File: config.mk
export PLATFORM = sky130hd
export DESIGN_NAME = encode_bts
export DESIGN_NICKNAME = d
export VERILOG_FILES = /design/src/rtl/usb_tx_pkg.sv /design/src/rtl/encode_bts.sv
export SDC_FILE = /design/constraint.sdc
export NUM_CORES = 1
export LEC_CHECK = 0
export ABC_CLOCK_PERIOD_IN_PS = 1350
export BUFFER_PORTS_ARGS = -buffer_cell sky130_fd_sc_hd__buf_2
export CORE_ASPECT_RATIO = 1.2
export CORE_UTILIZATION = 35
export CTS_BUF_LIST = sky130_fd_sc_hd__clkbuf_4
export CTS_CLUSTER_DIAMETER = 50
export DETAILED_ROUTE_END_ITERATION = 10
export GPL_ROUTABILITY_DRIVEN = 1
export PLACE_DENSITY = 0.66
export SLEW_MARGIN = 20
export SYNTH_ARGS = -nofsm -noshare
export SYNTH_HDL_FRONTEND = slang
export SYNTH_SLANG_ARGS = --single-unit
File: constraint.sdc
create_clock -name clk -period 1.35 [get_ports clk]
set_input_delay 0.135 -clock clk [delete_from_list [all_inputs] [get_ports clk]]
set_output_delay 0.135 -clock clk [all_outputs]
set_load 0.05 [all_outputs]
File: src/rtl/usb_tx_pkg.sv
// usb_tx_pkg: types and constants shared by the USB-style TX/RX serial path
package usb_tx_pkg;
    typedef enum logic [1:0] {IDLE, COUNT, STUFF} bts_state_t;
    // The RX bit-stuff decoder must use the same run length
    localparam int STUFF_LEN = 6;
endpackage

File: src/rtl/encode_bts.sv
// encode_bts: transmit bit-stuffing encoder, inserts a 0 after a run of STUFF_LEN ones
module encode_bts
    import usb_tx_pkg::*;
#(
    parameter int STUFF_LEN = usb_tx_pkg::STUFF_LEN,
    parameter int CNT_W     = 8
) (
    input  logic             clk,
    input  logic             rst,
    input  logic             shift_enable,
    input  logic             tx_active,
    input  logic             data_in,
    output logic             data_out,
    output logic             EncodeSREnable,
    output logic             busy,
    output logic [CNT_W-1:0] stuff_cnt
);
    localparam int OW = $clog2(STUFF_LEN + 1);

    bts_state_t       state_q, state_d;
    logic [OW-1:0]    ones_q, ones_d;
    logic [CNT_W-1:0] stuff_cnt_q, stuff_cnt_d;

    // Next-state and output decode; the stuffed 0 blocks the shift register for one strobe
    always_comb begin
        state_d        = state_q;
        ones_d         = ones_q;
        stuff_cnt_d    = stuff_cnt_q;
        data_out       = data_in;
        EncodeSREnable = shift_enable;
        busy           = state_q != IDLE;
        unique case (state_q)
            IDLE: begin
                if (tx_active) begin
                    state_d     = COUNT;
                    ones_d      = '0;
                    stuff_cnt_d = '0;
                end
            end
            COUNT: begin
                if (!tx_active) begin
                    state_d = IDLE;
                    ones_d  = '0;
                end else if (shift_enable) begin
                    if (!data_in) ones_d = '0;
                    else if (ones_q == OW'(STUFF_LEN - 1)) begin
                        state_d = STUFF;
                        ones_d  = '0;
                    end else ones_d = ones_q + 1'b1;
                end
            end
            STUFF: begin
                data_out       = 1'b0;
                EncodeSREnable = 1'b0;
                if (shift_enable) begin
                    stuff_cnt_d = &stuff_cnt_q ? stuff_cnt_q : stuff_cnt_q + 1'b1;
                    ones_d      = '0;
                    state_d     = tx_active ? COUNT : IDLE;
                end
            end
            default: state_d = IDLE;
        endcase
    end

    // State, run counter and stuffed-bit counter registers
    always_ff @(posedge clk) begin
        if (rst) begin
            state_q     <= IDLE;
            ones_q      <= '0;
            stuff_cnt_q <= '0;
        end else begin
            state_q     <= state_d;
            ones_q      <= ones_d;
            stuff_cnt_q <= stuff_cnt_d;
        end
    end

    assign stuff_cnt = stuff_cnt_q;
endmodule

Word level (Yosys, flattened, before mapping):

Index checks and enable logic that the tools add are counted.

* output and inout port bits: 11
* word-level logic and storage cells: 43
* bits in registers: 13
* input port bits: 5

* mux-type cells: 21
* add/sub/neg operators: 2
* eq/ne operators: 9
* reduce and logical (&&, ||, !) cells: 8

Operators with widths (count)
* $mux 8: 3
* $mux 3: 6
* $pmux 8 s2: 1
* $mux 2: 6
* $ne 3x3->1 const B: 3
* $pmux 3 s3: 1
* $add 8x1->8 const B: 1
* $reduce_and 4->1: 2
* $reduce_and 8->1: 1
* $ne 2x2->1 const B: 3
* $pmux 2 s3: 1
* $reduce_and 5->1: 1
* $reduce_bool 2->1: 2
* $add 3x1->3 const B: 1
* $eq 3x3->1 const B: 1
* $mux 1: 3
* $reduce_bool 3->1: 1
* $eq 2x1->1 const B: 1
* $eq 2x2->1 const B: 1
* $logic_not 2->1: 1

Depth between registers and ports, before layout:

Gate-level depths: netlist of run 1.

* depth after elaboration: 6
* gate-level depth with buffers: 5
* mapped depth without buffers: 5

Worst setup path before layout of run 1:

Ideal clock, no wire load.

* path type: reg2reg
* start point: reg stuff_cnt_q[0], in the netlist stuff_cnt[0]
* end point: reg stuff_cnt_q[6], in the netlist stuff_cnt[6]
* stages on the path, launching flop included: 6
* data arrival time: 1.702 ns
* setup time: 0.144 ns
* path buffers: 0
* data required time: 1.206 ns
* period minus slack after synthesis: 1.846 ns
* slack: -0.496 ns
* cells stage by stage: dfxtp_1 ha_1 and4_1 nand2_1 o311ai_1 o41ai_1

* word-level cells in the longest chain between the ends: 4
* elaborated cells between the ends (all ways): 7
* classes of those cells: add/sub: 1; eq/ne: 1; mux: 3; reduce/logical: 2

Ends and longest elaborated chain
* start: declaration: line encode_bts.sv:22 `logic [CNT_W-1:0] stuff_cnt_q, stuff_cnt_d;`
* start signal: assignment: line encode_bts.sv:74 `stuff_cnt_q <= stuff_cnt_d;`
* $add 8x1->8: line encode_bts.sv:56 `stuff_cnt_d = &stuff_cnt_q ? stuff_cnt_q : stuff_cnt_q + 1'b1;`
* $mux 8: line encode_bts.sv:56
* $mux 8: line encode_bts.sv:55 `if (shift_enable) begin`
* $pmux 8 s2: line encode_bts.sv:32 `unique case (state_q)`

Several ways; a longest one is shown, not always the timed one. The select of a mux whose other input is x is not followed.
A chain may end at the register's enable or synchronous reset.

Final worst setup path of run 1:

* start point: reg state_q[1]
* end point: out EncodeSREnable

* word-level cells in the longest chain between the ends: 2

Ends and longest elaborated chain
* start: declaration: line encode_bts.sv:20 `bts_state_t state_q, state_d;`
* start signal: assignment: line encode_bts.sv:72 `state_q <= state_d;`
* $eq 2x2->1: line encode_bts.sv:32
* $mux 1: line encode_bts.sv:32
* end: declaration: line encode_bts.sv:14 `output logic EncodeSREnable,`

Every way passes these cells.

==> run summary, run 1 <==
final net count - 123
cells after synthesis - 84
Syn. warnings - 0
clock latency on the worst-skew pair - 0.28 ns
Hold Vio Cnt, Final - 0
Clock Sinks - 13
met2 usage in global routing - 31.6%
CTS Buffer Depth - 2
synthesis-to-layout area growth - 42.1%
Initial DRT Pass Iterations - 4
CP max FO - 4
leakage power total - 0.443 nW
first-pass GRT wire length - 3040 microns
max_slew headroom - 77.9%
worst endpoint required time - 1.22 ns
dpl ws - -0.0599 ns
gr usage total - 17.5%
Net Count, Synth - 90
fin crit period - 1.44 ns
PortBufs - 15
Crit Path Class - flop to output pin
largest net degree at the start of global routing - 9
# DRC - 0
Post-synth EDFFs - 0
post-synth cell types - 36
Max Freq - 696 MHz
Die Span X - 44.1 microns
Commonest cells post-synth - dfxtp_1 (13), a21oi_1 (7), o21ai_0 (6), nand2_1 (5), nor2_1 (5)
Worst Clk Skew - 0.00846 ns
Placer Congestion - 0.904
final core occ - 55.4%
vias in the first global route - 733
worst-path cell chain - buf_6 > or2b_1 > and2_4 > buf_8
DP HPWL - 1230 microns
CTS tree - built
crit-path max cell delay - 0.37 ns
DP Area - 932 sq um
top_reg_cell synth - dfxtp_1
Die H - 52.6 microns
setup ws final - -0.0863 ns
count leader, synth - dfxtp_1
Core Area - 0.00191 sq mm
std cell rows - 17
asr flop ratio synth - 0%
clock slew at reported path FFs - 0.09 ns
drt total wl - 1760 microns
run status - finished with violations
initial antenna violation count - 0
met3 GRT Util - 3.10%
max cap viols - 0
Power Density - 739 mW/mm^2
Synth Register Bits - 13
Final Setup Violations - 9
via count - 761
layout cells sized above 1 - 46.6%
WHS Path Cells - 2
Avg Inst Size Synth - 8.88 sq um
Seq/Total Area, Yosys - 34.9%
Synth top area share - 34.9%
Worst-Margin Slew - 0.331 ns
GR Util met1 - 19.6%
worst endpoint data arrival time - 1.30 ns
Inst Count DP - 125
PnR Total Power - 783 uW
Starting Density - 39.0%
Hold WS - 0.110 ns
delay-heaviest family, CP - simple AND/OR/NAND/NOR gates
hold crit path type - primary input to flop
Post-Syn Area - 746 sq um
routed vias/inst - 5.64
failing checks - setup timing
crit path buf inv count - 2
# IOs - 16
Reg2Reg Depth - 5
DR WL/cell - 13.0 microns
unrepaired setup endpoints after global routing - true
critical path capture point type - output pin
area of the die - 0.00232 sq mm
Antenna Violating Nets Remaining - 0
1st-iter DRT viols - 19
Non-Filler Instances - 135
TritonCTS Buffers - 3
number of fill cells in the layout - 178
gr ovfl total - 0
htree depth - 1
Final Instance Area - 0.00106 sq mm
CP startpoint kind - flop
GR peak layer - met2
WP depth - 4
CP max stage cell - dfxtp_4
Slew Viols, Final - 0
area leader, netlist - dfxtp_1
period utilization - 106%
clk root buf - clkbuf_4
Max VDD drop - 0.403 mV
post-route setup TNS - -0.482 ns
Synth area leaders - dfxtp_1 (35%), a21oi_1 (4.7%), o21ai_0 (4.0%)
Inserted Diodes - 0
final timing paths:
path	from	endpoint	slack, ns
setup / recovery	state_q[1]$_SDFFE_PP0P_	EncodeSREnable	-0.09
hold / removal	rst	stuff_cnt[1]$_SDFFE_PP0P_	0.11
setup reg to reg	state_q[1]$_SDFFE_PP0P_	stuff_cnt[1]$_SDFFE_PP0P_	-0.09
hold reg to reg	stuff_cnt[7]$_SDFFE_PP0P_	stuff_cnt[7]$_SDFFE_PP0P_	0.48
what timing repair did:
action	in CTS	in global routing
pin swaps	8	3
resized for setup	14	5
endpoints found under the setup margin	10	12
hold buffers	0	0
cloned	0	0
buffers inserted	5	1
routing by layer:
metal	wire length (microns)	share of wire, %	vias up
met5	0	0	-
met1	754	43	361
met2	953	54	14
met4	0	0	0
li1	-	-	386
met3	49	2.8	0
cells by family (layout without fill, tap and decap cells):
family                   after synthesis  count (layout)  share of synthesized area [%]
flip-flops                            13              13                           34.9
AND/OR/NAND/NOR                       36              36                           30.0
AO/OA/AOI/OAI                         25              25                           23.7
multiplexers                           2               2                           3.19
XOR/XNOR                               1               1                           1.17
adder cells (fa/ha/maj)                1               1                           1.68
buffers and inverters                  6              38                           5.37
power breakdown:
part / internal, mW / total, mW / leakage, nW / switching, mW
sequential: 0.383 / 0.387 / 0.110 / 0.00382
clock: 0.135 / 0.265 / 0.0184 / 0.131
combinational: 0.0553 / 0.131 / 0.314 / 0.0756
registers in the layout (all words and copies together) (netlist names):
signal     flops
ones_q         3
state_q        2
stuff_cnt      8
area by class of cell:
cell class                      count  area [sq um]  area share, %
Multi-Input combinational cell     65           482           45.5
Sequential cell                    13           279           26.3
Timing Repair Buffer               31           234           22.1
Clock buffer                        4          30.0           2.83
Tap cell                           19          23.8           2.24
Inverter                            3          11.3           1.06
placed cells by master, fill, tap and decap left out, types with 2 or more instances in the layout:
master | netlist | routed
nand4_1 | 2 | 2
buf_6 | 1 | 3
clkbuf_4 | 0 | 4
dfxtp_4 | 0 | 3
a21o_1 | 2 | 2
dfxtp_1 | 13 | 4
nand2b_1 | 4 | 4
buf_4 | 0 | 14
a21oi_1 | 7 | 7
a31oi_1 | 4 | 4
or4_1 | 2 | 2
buf_2 | 0 | 12
o21ai_0 | 6 | 5
dfxtp_2 | 0 | 6
nand3_1 | 4 | 4
inv_1 | 3 | 3
nand2_1 | 5 | 5
nand4b_1 | 2 | 2
nor3_1 | 2 | 2
nor2_1 | 5 | 4
and2_4 | 0 | 2
No activity file was read; power rests on OpenSTA's default activity.
==> run 2, diff against run 1 <==
==> constraint.sdc (replaced) <==
create_clock -name clk -period 1.35 [get_ports clk]
set_input_delay 0.135 -clock clk [delete_from_list [all_inputs] [get_ports clk]]
set_output_delay 0.135 -clock clk [all_outputs]
set_load 0.02 [all_outputs]
==> run summary, run 2 (synthesized netlist as in run 1, its figures left out) <==
layout cells sized above 1 - 45.8%
Hold WS - 0.0944 ns
final net count - 125
# DRC - 0
Die H - 52.6 microns
1st-iter DRT viols - 18
DP HPWL - 1320 microns
setup ws final - -0.0798 ns
area of the die - 0.00232 sq mm
commonest non-fill, non-tap cell in the layout - buf_4
first element of the critical path - state_q[1]$_SDFFE_PP0P_
Power Density - 724 mW/mm^2
Slew Viols, Final - 0
Inserted Diodes - 0
Inst Count DP - 127
leakage power total - 0.446 nW
# IOs - 16
synthesis-to-layout area growth - 42.8%
CTS Hold Bufs - 0
vias in the first global route - 740
Clock Sinks - 13
Crit Path Class - flop to output pin
DR WL/cell - 13.2 microns
hold crit path type - primary input to flop
gr ovfl total - 0
routed vias/inst - 5.72
reg-to-reg setup timing slack - -0.08 ns
std cell rows - 17
max cap viols - 0
worst endpoint data arrival time - 1.29 ns
Die Span X - 44.1 microns
CP startpoint kind - flop
Initial DRT Pass Iterations - 6
fin crit period - 1.43 ns
Worst Clk Skew - 0.0118 ns
TritonCTS Buffers - 3
Non-Filler Instances - 137
clock slew at reported path FFs - 0.09 ns
hold_sp - rst
max_slew headroom - 77.9%
Max Freq - 699 MHz
PortBufs - 15
max reg flops - 8
period utilization - 106%
initial antenna violation count - 0
Core Area - 0.00191 sq mm
drt total wl - 1810 microns
CTS Buffer Depth - 2
via count - 784
number of fill cells in the layout - 196
Hold Vio Cnt, Final - 0
critical path capture point type - output pin
Max VDD drop - 0.472 mV
unrepaired setup endpoints after global routing - true
run status - finished with violations
Placer Congestion - 0.834
CP max FO - 4
multi-input gate area in the final layout - 488 sq um
register area - 272 sq um
htree depth - 1
commonest cells after routing, fill and taps aside - buf_4 (15), buf_2 (12), dfxtp_1 (8)
Worst-Margin Slew - 0.332 ns
CTS tree - built
Antenna Violating Nets Remaining - 0
worst endpoint required time - 1.22 ns
largest net degree at the start of global routing - 9
FF-to-FF Start - state_q[1]$_SDFFE_PP0P_
clock latency on the worst-skew pair - 0.28 ns
first-pass GRT wire length - 3030 microns
failing checks - setup timing
clk root buf - clkbuf_4
gr usage total - 17.9%
Starting Density - 39.0%
Final Setup Violations - 7
## run 2: through the flow
step / power (mW) / setup WS [ns] / util, % / cell area (sq um) / setup TNS, ns
after CTS: 0.777 / -0.0736 / 54.6 / 1050 / -0.365
after detailed placement: 0.493 / -0.0542 / 48.6 / 930 / -0.226
after global placement: 0.491 / -0.0626 / 48.6 / 930 / -0.150
final: 0.771 / -0.0798 / 55.6 / 1060 / -0.422
after floorplan: 0.456 / -0.0490 / - / 769 / -0.131
after global routing: 0.816 / -0.193 / 55.6 / 1060 / -1.10
## run 2: layer usage
metal	GRT usage, %	vias up	part of all wire [%]
li1	-	383	-
met1	20.4	375	42
met2	31.1	24	53
met3	3.10	2	3.0
met4	9.09	0	1.5
met5	0	-	0
## run 2: final timing paths
check / to / cells after the start
worst max-delay path: EncodeSREnable / 4
worst min-delay path: stuff_cnt[1]$_SDFFE_PP0P_ / 2
worst max register to register: stuff_cnt[6]$_SDFFE_PP0P_ / 5
worst min register to register: stuff_cnt[7]$_SDFFE_PP0P_ / 2
## run 2: final cells by class
type,instances,area share (%)
multi-input combinational,65,45.8
sequential,13,25.5
timing repair buffer,33,22.6
clock buffer,4,2.82
tap,19,2.23
inverter,3,1.06
## run 2: report_power, final
part	leakage, nW	switching [mW]	internal (mW)
registers	0.108	0.00369	0.385
logic	0.320	0.0608	0.0544
clock network	0.0184	0.133	0.135
total	0.446	0.197	0.574
## run 2: repair_timing
item	in CTS	in global routing
gates resized for setup	15	5
endpoints found under the setup margin	8	11
pin swaps	4	5
setup buffers	5	1
## run 2: worst max-delay path, stage by stage (launching register included)
cell and delay, ns:
dfxtp_2 0.36, buf_6 0.10, or2b_1 0.26, and2_4 0.17, buf_6 0.12
==> run 3, diff against run 2 <==
--- a/config.mk
+++ b/config.mk
@@ -7,13 +7,15 @@
 export LEC_CHECK = 0
 export ABC_CLOCK_PERIOD_IN_PS = 1350
 export BUFFER_PORTS_ARGS = -buffer_cell sky130_fd_sc_hd__buf_2
+export CELL_PAD_IN_SITES_DETAIL_PLACEMENT = 1
+export CELL_PAD_IN_SITES_GLOBAL_PLACEMENT = 1
 export CORE_ASPECT_RATIO = 1.2
-export CORE_UTILIZATION = 35
+export CORE_UTILIZATION = 37
 export CTS_BUF_LIST = sky130_fd_sc_hd__clkbuf_4
 export CTS_CLUSTER_DIAMETER = 50
 export DETAILED_ROUTE_END_ITERATION = 10
 export GPL_ROUTABILITY_DRIVEN = 1
-export PLACE_DENSITY = 0.66
+export PLACE_DENSITY = 0.85
 export SLEW_MARGIN = 20
 export SYNTH_ARGS = -nofsm -noshare
 export SYNTH_HDL_FRONTEND = slang
==> run summary, run 3 (synthesized netlist as in run 1, its figures left out) <==
run status - finished with violations
failing checks - setup timing
Slew Viols, Final - 0
CTS tree - built
area of the die - 0.00220 sq mm
routed vias/inst - 5.97
hold_sp - rst
Clock Sinks - 13
post-route setup TNS - -0.543 ns
via count - 824
1st-iter DRT viols - 9
# IOs - 16
CP max stage cell - a311oi_4
worst-path cell chain - ha_4 > and4_4 > a311oi_4 > nand4b_1 > a21oi_2
CP startpoint kind - flop
Die Span X - 43.0 microns
fin crit period - 1.49 ns
WHS Path Cells - 2
std cell rows - 17
Initial DRT Pass Iterations - 4
first-pass GRT wire length - 4030 microns
hold crit path type - primary input to flop
number of fill cells in the layout - 220
Hold WS - 0.103 ns
multi-input gate area in the final layout - 493 sq um
Inserted Diodes - 0
largest net degree at the start of global routing - 9
DP HPWL - 1560 microns
initial antenna violation count - 0
register area - 272 sq um
crit path buf inv count - 0
commonest non-fill, non-tap cell in the layout - buf_4
Max Freq - 672 MHz
unrepaired setup endpoints after global routing - true
Worst-Margin Slew - 0.363 ns
Die H - 51.2 microns
CTS Buffer Depth - 2
synthesis-to-layout area growth - 45.5%
Reg2Reg Depth - 5
Hold Vio Cnt, Final - 0
Power Density - 734 mW/mm^2
Final Setup Violations - 8
worst endpoint required time - 1.57 ns
vias in the first global route - 836
commonest cells after routing, fill and taps aside - buf_4 (14), buf_2 (12), dfxtp_1 (8), buf_6 (8), a21oi_1 (6)
PortBufs - 15
Placer Congestion - 0.857
clock slew at reported path FFs - 0.08 ns
delay-heaviest family, CP - compound AO/OA/AOI/OAI gates
Worst Clk Skew - 0.00540 ns
setup ws final - -0.137 ns
Core Area - 0.00187 sq mm
leakage power total - 0.454 nW
Crit Path Class - flop to flop
clock latency on the worst-skew pair - 0.29 ns
CP max FO - 5
final net count - 126
# DRC - 0
WP depth - 5
max_slew headroom - 75.8%
first element of the critical path - stuff_cnt[1]$_SDFFE_PP0P_
gr usage total - 25.8%
DR WL/cell - 18.4 microns
TritonCTS Buffers - 3
period utilization - 110%
layout cells sized above 1 - 47.1%
Max VDD drop - 0.533 mV
critical path capture point type - flop
drt total wl - 2530 microns
FF-to-FF Start - stuff_cnt[1]$_SDFFE_PP0P_
max reg flops - 8
gr ovfl total - 0
Starting Density - 39.8%
max cap viols - 0
clk root buf - clkbuf_4
htree depth - 1
Antenna Violating Nets Remaining - 0
CTS Hold Bufs - 0
worst endpoint data arrival time - 1.71 ns
crit-path max cell delay - 0.37 ns
run 3: power by group:
part	total [mW]	switching (mW)	internal, mW
registers	0.389	0.00382	0.385
logic	0.128	0.0700	0.0576
clock network	0.279	0.144	0.135
total	0.796	0.218	0.578
run 3: final timing paths:
path                                     to  slack (ns)
hold reg to reg   stuff_cnt[3]$_SDFFE_PP0P_        0.51
hold / removal    stuff_cnt[1]$_SDFFE_PP0P_        0.10
setup reg to reg  stuff_cnt[1]$_SDFFE_PP0P_       -0.14
setup / recovery  stuff_cnt[1]$_SDFFE_PP0P_       -0.14
run 3: per-stage QoR:
step | instance area (sq um) | setup WS [ns] | util, % | std cells | power (mW)
detailed placement | 915 | -0.104 | 48.9 | 125 | 0.494
CTS | 1040 | -0.0858 | 55.7 | 136 | 0.783
floorplan | 769 | -0.0490 | - | 84 | 0.456
global placement | 915 | -0.0418 | 48.9 | 125 | 0.488
global route | 1080 | -0.186 | 58.0 | 138 | 0.831
finish | 1080 | -0.137 | 58.0 | 138 | 0.796
run 3: repair_timing:
item,4_1_cts,5_1_grt
gates cloned,0,0
setup endpoints to repair,11,14
gates resized for setup,14,11
pin swaps,8,8
setup buffers,7,2
run 3: final cells by class:
class	instances	area share [%]
Multi-Input combinational cell	65	45.4
Clock buffer	4	2.77
Timing Repair Buffer	34	23.5
Inverter	3	1.04
Sequential cell	13	25.0
Tap cell	19	2.19
run 3: routing by layer:
layer	track usage [%]	routed length, microns
met5	0	0
met4	18.2	113
met3	5.30	75
met2	47.7	1350
met1	24.9	993
